**config.mk**
```make
export PLATFORM = sky130hd
export DESIGN_NAME = uart_tx_readout
export DESIGN_NICKNAME = d
export VERILOG_FILES = /design/src/rtl/uart_tx_readout_pkg.sv /design/src/rtl/uart_tx_readout_serializer.sv /design/src/rtl/uart_tx_readout.sv
export SDC_FILE = /design/constraint.sdc
export NUM_CORES = 1
export LEC_CHECK = 0
export ABC_AREA = 1
export BUFFER_PORTS_ARGS = -buffer_cell sky130_fd_sc_hd__buf_2
export CAP_MARGIN = 10
export CORE_MARGIN = 5
export CORE_UTILIZATION = 55
export CTS_CLUSTER_DIAMETER = 120
export CTS_CLUSTER_SIZE = 25
export DETAILED_ROUTE_END_ITERATION = 10
export PLACE_DENSITY = 0.78
export SLEW_MARGIN = 15
export SYNTH_ARGS = -nofsm -noshare
export SYNTH_HDL_FRONTEND = slang
export SYNTH_SLANG_ARGS = --single-unit
```
**constraint.sdc**
```tcl
create_clock -name clk -period 2.12 [get_ports clk]
set_input_delay 0.424 -clock clk [delete_from_list [all_inputs] [get_ports clk]]
set_output_delay 0.424 -clock clk [all_outputs]
set_load 0.1 [all_outputs]
```
**src/rtl/uart_tx_readout_pkg.sv**
```systemverilog
// Shared constants for the DAQ serial link: frame characters, host opcodes
// and the readout FSM state encoding.
package uart_tx_readout_pkg;

   localparam logic [7:0] DEF_HDR_CHAR = 8'h24;  // '$'
   localparam logic [7:0] DEF_TRL_CHAR = 8'h23;  // '#'
   localparam logic [7:0] DEF_ERR_CHAR = 8'h21;  // '!'

   // Opcodes decoded by the host-command receiver on the same link.
   localparam logic [7:0] OP_READ_DATA  = 8'h52;  // 'R'
   localparam logic [7:0] OP_WRITE_DATA = 8'h57;  // 'W'
   localparam logic [7:0] OP_STATUS     = 8'h53;  // 'S'

   typedef enum logic [2:0] {
      ST_IDLE  = 3'd0,
      ST_HDR   = 3'd1,
      ST_ERR   = 3'd2,
      ST_REQ   = 3'd3,
      ST_WAIT  = 3'd4,
      ST_SEND  = 3'd5,
      ST_TRL   = 3'd6,
      ST_FLUSH = 3'd7
   } rd_state_t;

endpackage

```
**src/rtl/uart_tx_readout_serializer.sv**
```systemverilog
// 8N1 transmitter timed purely by en_16_x_baud strobes, with a one-byte
// holding register so consecutive bytes go out with no idle bits between them.
module uart_tx_serializer (
   input  logic       clk,
   input  logic       reset_n,
   input  logic       en_16_x_baud,
   input  logic       load,
   input  logic [7:0] data,
   output logic       ready,
   output logic       tx,
   output logic       active
);

   logic [7:0] hold;
   logic       hold_valid;
   logic       shifting;
   logic [9:0] shreg;
   logic [3:0] strobe_cnt;
   logic [3:0] bit_cnt;

   // Handshake: a byte is taken when load and ready are both high in one clk;
   // ready drops the following clk and returns once the byte starts shifting.
   assign ready  = !hold_valid;
   assign active = hold_valid || shifting;

   always_ff @(posedge clk or negedge reset_n) begin
      if (!reset_n) begin
         hold       <= '0;
         hold_valid <= 1'b0;
         shifting   <= 1'b0;
         shreg      <= '1;
         strobe_cnt <= '0;
         bit_cnt    <= '0;
         tx         <= 1'b1;
      end else begin
         if (load && !hold_valid) begin
            hold       <= data;
            hold_valid <= 1'b1;
         end
         if (en_16_x_baud) begin
            // The start bit only ever begins on a strobe: from idle, or
            // directly on the strobe that ends the previous stop bit.
            if (!shifting || (strobe_cnt == 4'd15 && bit_cnt == 4'd9)) begin
               if (hold_valid) begin
                  shreg      <= {1'b1, hold, 1'b0};
                  tx         <= 1'b0;
                  hold_valid <= 1'b0;
                  shifting   <= 1'b1;
                  strobe_cnt <= '0;
                  bit_cnt    <= '0;
               end else begin
                  shifting <= 1'b0;
                  tx       <= 1'b1;
               end
            end else if (strobe_cnt == 4'd15) begin
               strobe_cnt <= '0;
               bit_cnt    <= bit_cnt + 4'd1;
               shreg      <= {1'b1, shreg[9:1]};
               tx         <= shreg[1];
            end else begin
               strobe_cnt <= strobe_cnt + 4'd1;
            end
         end
      end
   end

endmodule

```
**src/rtl/uart_tx_readout.sv**
```systemverilog
// Host-bound readout: on cntrlReadData, reads a word-address range from memory
// and streams it as '$' + LS-byte-first data + '#' over the UART.
module uart_tx_readout import uart_tx_readout_pkg::*; #(
   parameter int         ADDR_W     = 30,
   parameter int         DATA_BYTES = 4,
   parameter logic [7:0] HDR_CHAR   = DEF_HDR_CHAR,
   parameter logic [7:0] TRL_CHAR   = DEF_TRL_CHAR,
   parameter logic [7:0] ERR_CHAR   = DEF_ERR_CHAR
) (
   input  logic                    clk,
   input  logic                    reset_n,
   input  logic                    en_16_x_baud,
   input  logic                    cntrlReadData,
   input  logic [ADDR_W-1:0]       readAddrStart,
   input  logic [ADDR_W-1:0]       readAddrEnd,
   output logic                    memRdReq,
   output logic [ADDR_W-1:0]       memRdAddr,
   input  logic                    memRdValid,
   input  logic [8*DATA_BYTES-1:0] memRdData,
   output logic                    uart_tx,
   output logic                    txBusy,
   output logic                    txDone,
   output logic [2:0]              dbg_state
);

   localparam int IDX_W = (DATA_BYTES > 1) ? $clog2(DATA_BYTES) : 1;
   localparam logic [IDX_W-1:0] LAST_IDX = IDX_W'(DATA_BYTES - 1);

   rd_state_t                   state;
   logic [ADDR_W-1:0]           addr;
   logic [ADDR_W-1:0]           end_addr;
   logic [DATA_BYTES-1:0][7:0]  word_buf;
   logic [IDX_W-1:0]            byte_idx;
   logic                        ser_ready;
   logic                        ser_active;
   logic                        ser_load;
   logic [7:0]                  ser_data;

   assign dbg_state = state;

   always_comb begin
      ser_load = 1'b0;
      ser_data = HDR_CHAR;
      case (state)
         ST_HDR:  ser_load = ser_ready;
         ST_ERR:  begin ser_load = ser_ready; ser_data = ERR_CHAR;           end
         ST_SEND: begin ser_load = ser_ready; ser_data = word_buf[byte_idx]; end
         ST_TRL:  begin ser_load = ser_ready; ser_data = TRL_CHAR;           end
         default: ;
      endcase
   end

   always_ff @(posedge clk or negedge reset_n) begin
      if (!reset_n) begin
         state     <= ST_IDLE;
         addr      <= '0;
         end_addr  <= '0;
         word_buf  <= '0;
         byte_idx  <= '0;
         memRdReq  <= 1'b0;
         memRdAddr <= '0;
         txBusy    <= 1'b0;
         txDone    <= 1'b0;
      end else begin
         memRdReq <= 1'b0;
         txDone   <= 1'b0;
         case (state)
            // A start pulse coinciding with txDone belongs to the frame just ended.
            ST_IDLE: if (cntrlReadData && !txDone) begin
               addr     <= readAddrStart;
               end_addr <= readAddrEnd;
               txBusy   <= 1'b1;
               state    <= ST_HDR;
            end
            ST_HDR: if (ser_ready) state <= (addr > end_addr) ? ST_ERR : ST_REQ;
            ST_ERR: if (ser_ready) state <= ST_TRL;
            ST_REQ: begin
               memRdReq  <= 1'b1;
               memRdAddr <= addr;
               state     <= ST_WAIT;
            end
            ST_WAIT: if (memRdValid) begin
               word_buf <= memRdData;
               byte_idx <= '0;
               state    <= ST_SEND;
            end
            // Stopping at end_addr, rather than on wrap, keeps the top address legal.
            ST_SEND: if (ser_ready) begin
               if (byte_idx == LAST_IDX) begin
                  if (addr == end_addr) begin
                     state <= ST_TRL;
                  end else begin
                     addr  <= addr + 1'b1;
                     state <= ST_REQ;
                  end
               end else begin
                  byte_idx <= byte_idx + 1'b1;
               end
            end
            ST_TRL: if (ser_ready) state <= ST_FLUSH;
            ST_FLUSH: if (!ser_active) begin
               txDone <= 1'b1;
               txBusy <= 1'b0;
               state  <= ST_IDLE;
            end
            default: state <= ST_IDLE;
         endcase
      end
   end

   uart_tx_serializer u_ser (
      .clk          (clk),
      .reset_n      (reset_n),
      .en_16_x_baud (en_16_x_baud),
      .load         (ser_load),
      .data         (ser_data),
      .ready        (ser_ready),
      .tx           (uart_tx),
      .active       (ser_active)
   );

endmodule

```
==> results by group, run 1 <==
Yosys
  – Synth Register Bits: between 150 and 200
  – EDFF count, synth: 0
  – Top FF cell, synth: dfrtp_1
  – Seq/Total Area, Yosys: 0.470
  – Synthesized netlist net count: roughly 1200
  – Synth unique cells: 46
  – Synthesized netlist cell count: roughly 1000
  – Post-Syn Area: between 8000 and 9000 µm²
  – Yosys warns: 0
  – Synth async-reset ratio: 1.00
  – Syn avg cell area: between 8 and 9 µm²

Power
  – Power Density: approximately 1600 nW/µm²
  – Overall power: approximately 0.016 W
  – Pleak: 5.17 nW
  – Maximum VDD drop: 0.895 mV

Layout
  – Commonest non-fill, non-tap cell in the layout: nand2_1
  – Highest-count cells in the layout ignoring fill and taps: nand2_1, dfrtp_1, buf_2
  – Syn-to-layout area delta: 19.1%
  – Nets: approximately 1300
  – Fill cells: ~1300
  – Antenna cells: 0
  – Post-route cell area: 9980 µm²
  – Share of layout cells above drive strength 1: 0.221

GRT
  – Met1 global-route usage: 0.334
  – Global-route wire length before repair: approximately 35 mm
  – Vias in the first global route: between 7000 and 8000
  – Met3 usage: 0.0563
  – Met2 usage: 0.391
  – Initial antenna violation count: 0
  – Aggregate global routing overflow: 0
  – All-Layer GR Usage: 0.247
  – Most used routing layer: met2
  – Largest net degree at the start of global routing: 73

Worst setup path
  – Critical path startpoint: addr[13]
  – Family with the most delay on the worst path: simple AND/OR/NAND/NOR gates
  – Required time worst endpoint: 2.44 ns
  – Worst Path Max Fanout: 23
  – Worst setup SP type: flop
  – CP bufs+invs: 1
  – Critical Path, Cell by Cell: ha_1, nand2_1, nor2_2, nand3_1, nor2_1, nand3_1, nand2_2, a21boi_4, buf_12, nand2_1, o21ai_1
  – Critical Path AT: ~2.3 ns
  – WS Path Type: flop to flop
  – R2R cell count: 11
  – CP max stage cell: dfrtp_1
  – FF-to-FF Start: addr[13]
  – Crit end category: flop
  – Largest stage delay, worst path: ~0.39 ns
  – Stages on the worst setup path: 11

Timing
  – Hold_ws: between 0.2 and 0.25 ns
  – RSZ-0062 raised after global routing: no
  – Final Hold Viols: 0
  – Worst-Margin Slew: 0.511 ns
  – Slew Viols, Final: 0
  – Final Cycle Share: 0.949
  – Max_slew headroom: 0.658
  – Fin crit period: 2.01 ns
  – Setup Viol. Count Final: 0
  – FMAX: about 500 MHz
  – Final clock skew: 0.00809 ns
  – Setup TNS: 0 ns

Placed design
  – Global placer's final weighted congestion: roughly 0.90
  – Port Buffers: 133
  – Dpl hpwl: about 16 mm
  – Placed Area: about 9400 µm²

Worst hold path
  – Hold Crit Class: primary input to flop
  – Hold Path Cell Cnt: 2
  – Hold path start: memRdData[13]

Routing
  – TritonRoute pass-1 iters: 5
  – Via density per instance: approximately 5.4
  – DRT antenna net count: 0
  – Drt wl/cell: around 16 µm
  – Drt total wl: 21.4 mm
  – Vias: roughly 7400
  – Drt initial violations: 731
  – Drt drc: 0

Clock network
  – Total CTS buffers: 17
  – CTS root buf: clkbuf_16
  – Longest Clk Path Bufs: 2
  – H-Tree Level Count: 4
  – Clock sink total: roughly 160
  – CTS tree: built
  – Clock latency on the worst-skew pair: approximately 0.44 ns
  – Clock slew at reported path FFs: 0.07 ns

Die
  – I/O Pins: 134
  – Die Ht: roughly 130 µm
  – Initial cell density of the core: 0.556
  – Die X: approximately 130 µm
  – Row count: 45
  – Full die area: 17800 µm²
  – Core Region: roughly 15000 µm²

Run status
  – Run status: completed

Job
  – Max-cap violations: 0
[area by class of cell]
type | instances | area, µm² | area share
multi-input cells | 724 | 3850 | 0.386
clock buffers | 17 | 425 | 0.0426
flip-flops and latches | 157 | 3940 | 0.395
repair buffers | 158 | 937 | 0.0939
clock inverters | 15 | 150 | 0.0150
inverters | 117 | 440 | 0.0441
well taps | 188 | 235 | 0.0236
[sequential cells by signal, indices dropped and copies added (netlist names)]
| register | count |
|---|---|
| memRdAddr | 30 |
| dbg_state | 3 |
| u_ser.tx | 1 |
| end_addr | 30 |
| memRdReq | 1 |
| u_ser.shifting | 1 |
| u_ser.shreg | 8 |
| txDone | 1 |
| u_ser.strobe_cnt | 4 |
| txBusy | 1 |
| u_ser.hold_valid | 1 |
| u_ser.hold | 8 |
| word_buf | 32 |
| addr | 30 |
| byte_idx | 2 |
| u_ser.bit_cnt | 4 |
[report_power, final]
part,switching (W),internal (W)
Sequential,0.000875,0.00440
Combinational,0.00574,0.00236
Clock,0.00136,0.00166
[worst paths after layout]
path,to,slack [ns]
max reg2reg,addr[6],0.11
min reg2reg,memRdAddr[15],0.48
min,word_buf[13],0.21
min in group asynchronous,memRdAddr[26],0.45
max in group asynchronous,u_ser.tx,0.93
max,addr[6],0.11
[routing by layer]
layer / vias to the layer above / part of all wire
li1: 3634 / -
met1: 3419 / 0.44
met2: 265 / 0.46
met3: 53 / 0.070
met4: 0 / 0.029
met5: - / 0
[metrics by stage]
step | worst slack [ns] | instances | util
after CTS | 0.0438 | 1374 | 0.659
after global routing | 0.00969 | 1376 | 0.662
after detailed placement | 0.0849 | 1341 | 0.621
final | 0.109 | 1376 | 0.662
after floorplan | 0.0499 | 1030 | -
after global placement | 0.129 | 1341 | 0.621
[what timing repair did]
item	4_1_cts	5_1_grt
endpoints found under the setup margin	0	11
hold buffers	1	0
hold endpoints to repair	34	0
setup buffers	0	1
resized for setup	0	6
[cell usage after synthesis, types with 3 or more instances]
master	n	area (µm²)
nand4_1	3	18.8
o21ai_0	71	355
o22ai_1	7	43.8
buf_6	5	56.3
nand3_1	31	155
dfstp_2	9	236
buf_2	9	45.0
a21oi_1	53	265
nor2_1	124	465
nand2_1	266	998
o21ai_1	22	110
mux2_2	32	360
xor2_1	8	70.1
ha_1	39	488
a22o_1	3	26.3
inv_1	113	424
nor2_2	7	43.8
mux2i_1	4	40.0
a31oi_1	10	62.6
clkbuf_1	17	63.8
o31ai_1	4	30.0
nand2_2	4	25.0
nor3_1	13	65.1
dfrtp_1	148	3700
[cell families after synthesis]
family          Yosys count  synth area share
fa+ha+maj                39            0.0582
compound gates          179             0.117
xor+xnor                  9           0.00940
flops                   157             0.470
mux                      36            0.0478
simple gates            460             0.224
buf+inv                 150            0.0740
Note: power is estimated with default switching activity, not from simulation.
==> inputs of run 2 (changes only) <==
--- a/config.mk
+++ b/config.mk
@@ -9,11 +9,12 @@
 export BUFFER_PORTS_ARGS = -buffer_cell sky130_fd_sc_hd__buf_2
 export CAP_MARGIN = 10
 export CORE_MARGIN = 5
-export CORE_UTILIZATION = 55
+export CORE_UTILIZATION = 52
 export CTS_CLUSTER_DIAMETER = 120
 export CTS_CLUSTER_SIZE = 25
 export DETAILED_ROUTE_END_ITERATION = 10
-export PLACE_DENSITY = 0.78
+export GPL_ROUTABILITY_DRIVEN = 0
+export PLACE_DENSITY = 0.77
 export SLEW_MARGIN = 15
 export SYNTH_ARGS = -nofsm -noshare
 export SYNTH_HDL_FRONTEND = slang
==> constraint.sdc (replaced) <==
create_clock -name clk -period 1.7 [get_ports clk]
set_input_delay 0.34 -clock clk [delete_from_list [all_inputs] [get_ports clk]]
set_output_delay 0.34 -clock clk [all_outputs]
set_load 0.1 [all_outputs]
==> results by group, run 2 (same netlist as run 1, synthesis figures left out) <==
Run status
  – Run status: finished with violations
  – Failing checks: negative setup slack

GRT
  – Met1 global-route usage: 0.368 (+0.0334)
  – All-Layer GR Usage: 0.263 (+0.0157)
  – Global-route wire length before repair: 38.6 mm (+10%)
  – Initial antenna violation count: 0 (unchanged)
  – Met3 usage: 0.0629 (+0.00660)
  – Met2 usage: 0.408 (+0.0165)
  – Aggregate global routing overflow: 0 (unchanged)
  – Vias in the first global route: 7862 (+9.6%)
  – Largest net degree at the start of global routing: 61 (-16%)
  – Most used routing layer: met2

Worst setup path
  – Critical Path AT: 2.28 ns (-0.05 ns)
  – WS Path Type: flop to flop
  – Worst setup SP type: flop
  – Required time worst endpoint: 2.02 ns (-0.42 ns)
  – Critical path startpoint: addr[5]
  – FF-to-FF Start: addr[5]
  – Crit end category: flop
  – Worst Path Max Fanout: 23 (unchanged)

Power
  – Maximum VDD drop: 1.23 mV (+37%)
  – Int Power: 0.0125 W (+48%)
  – Power Density: 2060 nW/µm² (+25%)
  – Net Sw Frac: 0.474 (-0.0128)
  – Net Switching: 0.0112 W (+41%)
  – Clk pwr share: 0.165 (-0.019)
  – Overall power: 0.0237 W (+45%)
  – Combinational Power Share: 0.562 (+0.068)
  – Pleak: 5.86 nW (+13%)
  – Sequential Power Share: 0.272 (-0.050)

Clock network
  – CTS tree: built
  – Total CTS buffers: 17 (unchanged)
  – Longest Clk Path Bufs: 2 (unchanged)
  – H-Tree Level Count: 4 (unchanged)
  – Clock latency on the worst-skew pair: 0.44 ns (about the same)
  – CTS root buf: clkbuf_16
  – Clock slew at reported path FFs: 0.07 ns (about the same)
  – Clock sink total: 157 (unchanged)

Routing
  – Via density per instance: 5.43 (+1.4%)
  – TritonRoute pass-1 iters: 6 (+1)
  – DRT antenna net count: 0 (unchanged)
  – Vias: 8260 (+12%)
  – Drt wl/cell: 16.9 µm (+8.7%)
  – Drt total wl: 25.7 mm (+20%)
  – Drt initial violations: 811 (+11%)
  – Drt drc: 0 (unchanged)

Timing
  – Worst-Margin Slew: 0.498 ns (-0.0122 ns)
  – Setup Viol. Count Final: 32 (+32)
  – Fin crit period: 1.96 ns (-0.0469 ns)
  – Final Hold Viols: 0 (unchanged)
  – FMAX: 509 MHz (+2.4%)
  – RSZ-0062 raised after global routing: yes
  – Final Cycle Share: 1.16 (+0.207)
  – Final setup slack of the worst path: -0.264 ns (-0.373 ns)
  – Slew Viols, Final: 0 (unchanged)
  – Final clock skew: 0.00881 ns (+0.000721 ns)
  – Max_slew headroom: 0.670 (+0.0125)

Layout
  – Area of the multi-input gates: 4250 µm² (+10%)
  – Share of layout cells above drive strength 1: 0.338 (+0.117)
  – Syn-to-layout area delta: 37.3%
  – Fill cells: 1083 (-15%)
  – Antenna cells: 0 (unchanged)
  – Max reg flops: 32 (unchanged)
  – Nets: 1428 (+8.9%)
  – Commonest non-fill, non-tap cell in the layout: nand2_1
  – Register with the most flip-flops: word_buf
  – Area occupied by registers: 3950 µm² (+0.22%)
  – Cell Count, Final, Fillers Out: 1521 (+11%)
  – Highest-count cells in the layout ignoring fill and taps: nand2_1, dfrtp_1, buf_2
  – Post-route cell area: 11500 µm² (+15%)

Placed design
  – Placed cells: 1470 (+9.6%)
  – Port Buffers: 133 (unchanged)
  – Placed Area: 10300 µm² (+9.5%)
  – Dpl hpwl: 16.9 mm (+5.8%)

Worst hold path
  – Hold Crit Class: primary input to flop
  – Hold path start: memRdData[28]

Die
  – Initial cell density of the core: 0.530 (-0.0259)
  – I/O Pins: 134 (unchanged)
  – Die X: 137 µm (+2.6%)
  – Die Ht: 137 µm (+2.6%)
  – Core Region: 15800 µm² (+4.9%)
  – Row count: 46 (+2.2%)
  – Full die area: 18800 µm² (+5.3%)

Job
  – Max-cap violations: 0 (unchanged)
-- run 2: stage by stage --
step	hold slack, ns	setup slack (ns)	util	setup TNS [ns]
2_1_floorplan	0.0444	-0.156	-	-3.71
3_3_place_gp	0.283	-0.246	0.648	-5.19
3_5_place_dp	0.284	-0.340	0.648	-7.91
4_1_cts	0.122	-0.192	0.698	-4.48
5_1_grt	0.121	-0.345	0.727	-9.58
6_report	0.130	-0.264	0.727	-6.84
-- run 2: per-layer routing --
metal | vias up | routed length [µm]
met1 | 3936 | 10800
met2 | 404 | 12000
li1 | 3866 | -
met3 | 54 | 2310
met4 | 0 | 534
met5 | - | 0
-- run 2: area by class of cell --
class                      count  area share
tap                          216      0.0235
multi-input combinational    724       0.369
timing repair buffer         275       0.172
inverter                     117      0.0392
clock inverter                15      0.0153
sequential                   157       0.343
clock buffer                  17      0.0370
-- run 2: final timing paths --
| path | slack, ns | cells after the start | to |
|---|---|---|---|
| max in group asynchronous | 0.69 | 3 | u_ser.shreg[4] |
| setup / recovery | -0.26 | 11 | addr[12] |
| setup reg to reg | -0.26 | 11 | addr[12] |
| hold reg to reg | 0.48 | 2 | memRdAddr[4] |
| hold / removal | 0.13 | 2 | word_buf[28] |
| min in group asynchronous | 0.39 | 2 | end_addr[29] |
-- run 2: power groups by stage --
stage	Sequential [W]	Clock (W)	Combinational, W
3_5_place_dp	0.00641	0	0.0115
4_1_cts	0.00640	0.00394	0.0120
2_1_floorplan	0.00905	0	0.00513
6_report	0.00646	0.00392	0.0133
3_3_place_gp	0.00632	0	0.0112
5_1_grt	0.00661	0.00413	0.0144
-- run 2: critical path, cell delays in order, from the launching register on --
cell and delay, ns:
dfrtp_1 0.42, ha_4 0.30, nand2_2 0.07, nor2_4 0.13, nand3b_1 0.15, nor2_4 0.13
nand3_2 0.12, nand2_4 0.12, a21boi_4 0.08, buf_12 0.16, nand2_2 0.08, o21ai_1 0.07
-- run 2: timing repair --
item,4_1_cts,5_1_grt
hold endpoints to repair,30,0
pin swaps,11,16
buffers inserted,5,9
gates cloned,1,7
hold buffers,1,0
endpoints found under the setup margin,41,94
resized for setup,27,83
==> inputs of run 3 (changes only) <==
--- a/config.mk
+++ b/config.mk
@@ -15,6 +15,7 @@
 export DETAILED_ROUTE_END_ITERATION = 10
 export GPL_ROUTABILITY_DRIVEN = 0
 export PLACE_DENSITY = 0.77
+export RECOVER_POWER = 50
 export SLEW_MARGIN = 15
 export SYNTH_ARGS = -nofsm -noshare
 export SYNTH_HDL_FRONTEND = slang
==> results by group, run 3 (same netlist as run 1, synthesis figures left out) <==
Run status
  – Run status: finished with violations
  – Failing checks: negative setup slack

Die
  – Initial cell density of the core: 0.530 (unchanged)
  – Core Region: 15800 µm² (unchanged)
  – Die Ht: 137 µm (unchanged)
  – Full die area: 18800 µm² (unchanged)
  – I/O Pins: 134 (unchanged)
  – Die X: 137 µm (unchanged)
  – Row count: 46 (unchanged)

GRT
  – Largest net degree at the start of global routing: 61 (unchanged)
  – All-Layer GR Usage: 0.263 (unchanged)
  – Initial antenna violation count: 0 (unchanged)
  – Vias in the first global route: 7862 (unchanged)
  – Global-route wire length before repair: 38.6 mm (unchanged)
  – Aggregate global routing overflow: 0 (unchanged)

Routing
  – Drt wl/cell: 16.9 µm (about the same)
  – DRT antenna net count: 0 (unchanged)
  – Drt initial violations: 823 (+1.5%)
  – TritonRoute pass-1 iters: 7 (+1)
  – Vias: 8265 (+0.061%)
  – Via density per instance: 5.43 (about the same)
  – Drt drc: 0 (unchanged)
  – Drt total wl: 25.7 mm (about the same)

Layout
  – Highest-count cells in the layout ignoring fill and taps: nand2_1, dfrtp_1, buf_2
  – Syn-to-layout area delta: 37.1%
  – Nets: 1428 (unchanged)
  – Antenna cells: 0 (unchanged)
  – Commonest non-fill, non-tap cell in the layout: nand2_1
  – Area of the multi-input gates: 4250 µm² (unchanged)
  – Share of layout cells above drive strength 1: 0.338 (unchanged)
  – Register with the most flip-flops: word_buf
  – Area occupied by registers: 3950 µm² (unchanged)
  – Fill cells: 1084 (+0.092%)
  – Max reg flops: 32 (unchanged)
  – Post-route cell area: 11500 µm² (-0.13%)

Worst setup path
  – Critical Path AT: 2.27 ns (about the same)
  – Worst setup SP type: flop
  – Required time worst endpoint: 2.01 ns (about the same)
  – CP max stage cell: dfrtp_1
  – Worst Path Max Fanout: 23 (unchanged)
  – Critical Path, Cell by Cell: ha_1, nand2_1, nor2_4, nand3_4, nor2_4, nand3_2, nand2_4, a21boi_4, buf_12, nand2_1, o21ai_1
  – R2R cell count: 11 (unchanged)
  – Largest stage delay, worst path: 0.40 ns (-0.02 ns)
  – WS Path Type: flop to flop
  – Crit end category: flop

Clock network
  – Longest Clk Path Bufs: 2 (unchanged)
  – H-Tree Level Count: 4 (unchanged)
  – Clock slew at reported path FFs: 0.07 ns (about the same)
  – CTS root buf: clkbuf_16
  – Clock latency on the worst-skew pair: 0.44 ns (about the same)
  – CTS tree: built
  – Total CTS buffers: 17 (unchanged)
  – Clock sink total: 157 (unchanged)

Timing
  – FMAX: 511 MHz (+0.38%)
  – Fin crit period: 1.96 ns (-0.00742 ns)
  – Slew Viols, Final: 0 (unchanged)
  – Setup Viol. Count Final: 32 (unchanged)
  – Final Cycle Share: 1.15 (-0.00436)
  – Hold_ws: 0.130 ns (+0.000409 ns)
  – Worst-Margin Slew: 1.11 ns (+0.610 ns)
  – Final clock skew: 0.00722 ns (-0.00159 ns)
  – Final setup slack of the worst path: -0.257 ns (+0.00742 ns)
  – RSZ-0062 raised after global routing: yes
  – Max_slew headroom: 0.261 (-0.409)
  – Final Hold Viols: 0 (unchanged)

Power
  – Combinational Power Share: 0.562 (about the same)
  – Power Density: 2060 nW/µm² (about the same)
  – Net Switching: 0.0112 W (about the same)
  – Pleak: 5.85 nW (about the same)
  – Maximum VDD drop: 1.23 mV (about the same)
  – Net Sw Frac: 0.474 (about the same)
  – Int Power: 0.0125 W (about the same)
  – Sequential Power Share: 0.273 (about the same)
  – Clk pwr share: 0.165 (about the same)

Placed design
  – Placed Area: 10300 µm² (unchanged)
  – Port Buffers: 133 (unchanged)
  – Dpl hpwl: 16.9 mm (unchanged)

Worst hold path
  – Hold Path Cell Cnt: 2 (unchanged)
  – Hold Crit Class: primary input to flop

Job
  – Max-cap violations: 0 (unchanged)
[run 3: path summary, 6_finish.rpt]
path	from	endpoint	slack, ns
max	addr[13]	addr[11]	-0.26
min	memRdData[6]	word_buf[6]	0.13
max reg2reg	addr[13]	addr[11]	-0.26
min reg2reg	memRdAddr[4]	memRdAddr[4]	0.48
max in group asynchronous	reset_n	u_ser.shreg[5]	0.10
min in group asynchronous	reset_n	end_addr[29]	0.65
[run 3: final cells by class]
class / count / area share
multi-input combinational: 724 / 0.370
sequential: 157 / 0.344
timing repair buffer: 275 / 0.171
inverter: 117 / 0.0393
clock buffer: 17 / 0.0370
tap: 216 / 0.0235
clock inverter: 15 / 0.0153
[run 3: repair_timing]
action	CTS	global route
hold endpoints to repair	30	0
cloned	1	7
resized for setup	27	83
endpoints found under the setup margin	41	94
pin swaps	11	16
hold buffers	1	0
buffers inserted	5	9
[run 3: per-layer routing]
metal / vias to the layer above / share of wire / global-route usage
met4: 0 / 0.022 / 0.0771
met2: 432 / 0.47 / 0.408
met5: - / 0 / 0
met1: 3917 / 0.42 / 0.368
li1: 3862 / - / -
met3: 54 / 0.094 / 0.0629
[run 3: power by group through the flow]
stage | Clock (W) | Combinational (W) | Sequential, W
finish | 0.00391 | 0.0133 | 0.00646
global route | 0.00413 | 0.0144 | 0.00661
CTS | 0.00394 | 0.0120 | 0.00640
detailed placement | 0 | 0.0115 | 0.00641
global placement | 0 | 0.0112 | 0.00632
floorplan | 0 | 0.00513 | 0.00905
[run 3: per-stage QoR]
stage          setup slack, ns   util  TNS [ns]  power [W]  instances
2_1_floorplan           -0.156      -     -3.71     0.0142       1030
3_3_place_gp            -0.246  0.648     -5.19     0.0175       1470
3_5_place_dp            -0.340  0.648     -7.91     0.0179       1470
4_1_cts                 -0.192  0.698     -4.48     0.0223       1509
5_1_grt                 -0.345  0.726    -11.29     0.0252       1521
6_report                -0.257  0.726     -6.57     0.0237       1521
[run 3: critical path, delay by kind of cell, from the launching register on]
kind	cells	cell delay [ns]
AO/OA/AOI/OAI	2	0.16
adder cells (fa/ha/maj)	1	0.30
buffers and inverters	1	0.16
flip-flops	1	0.40
AND/OR/NAND/NOR	7	0.80
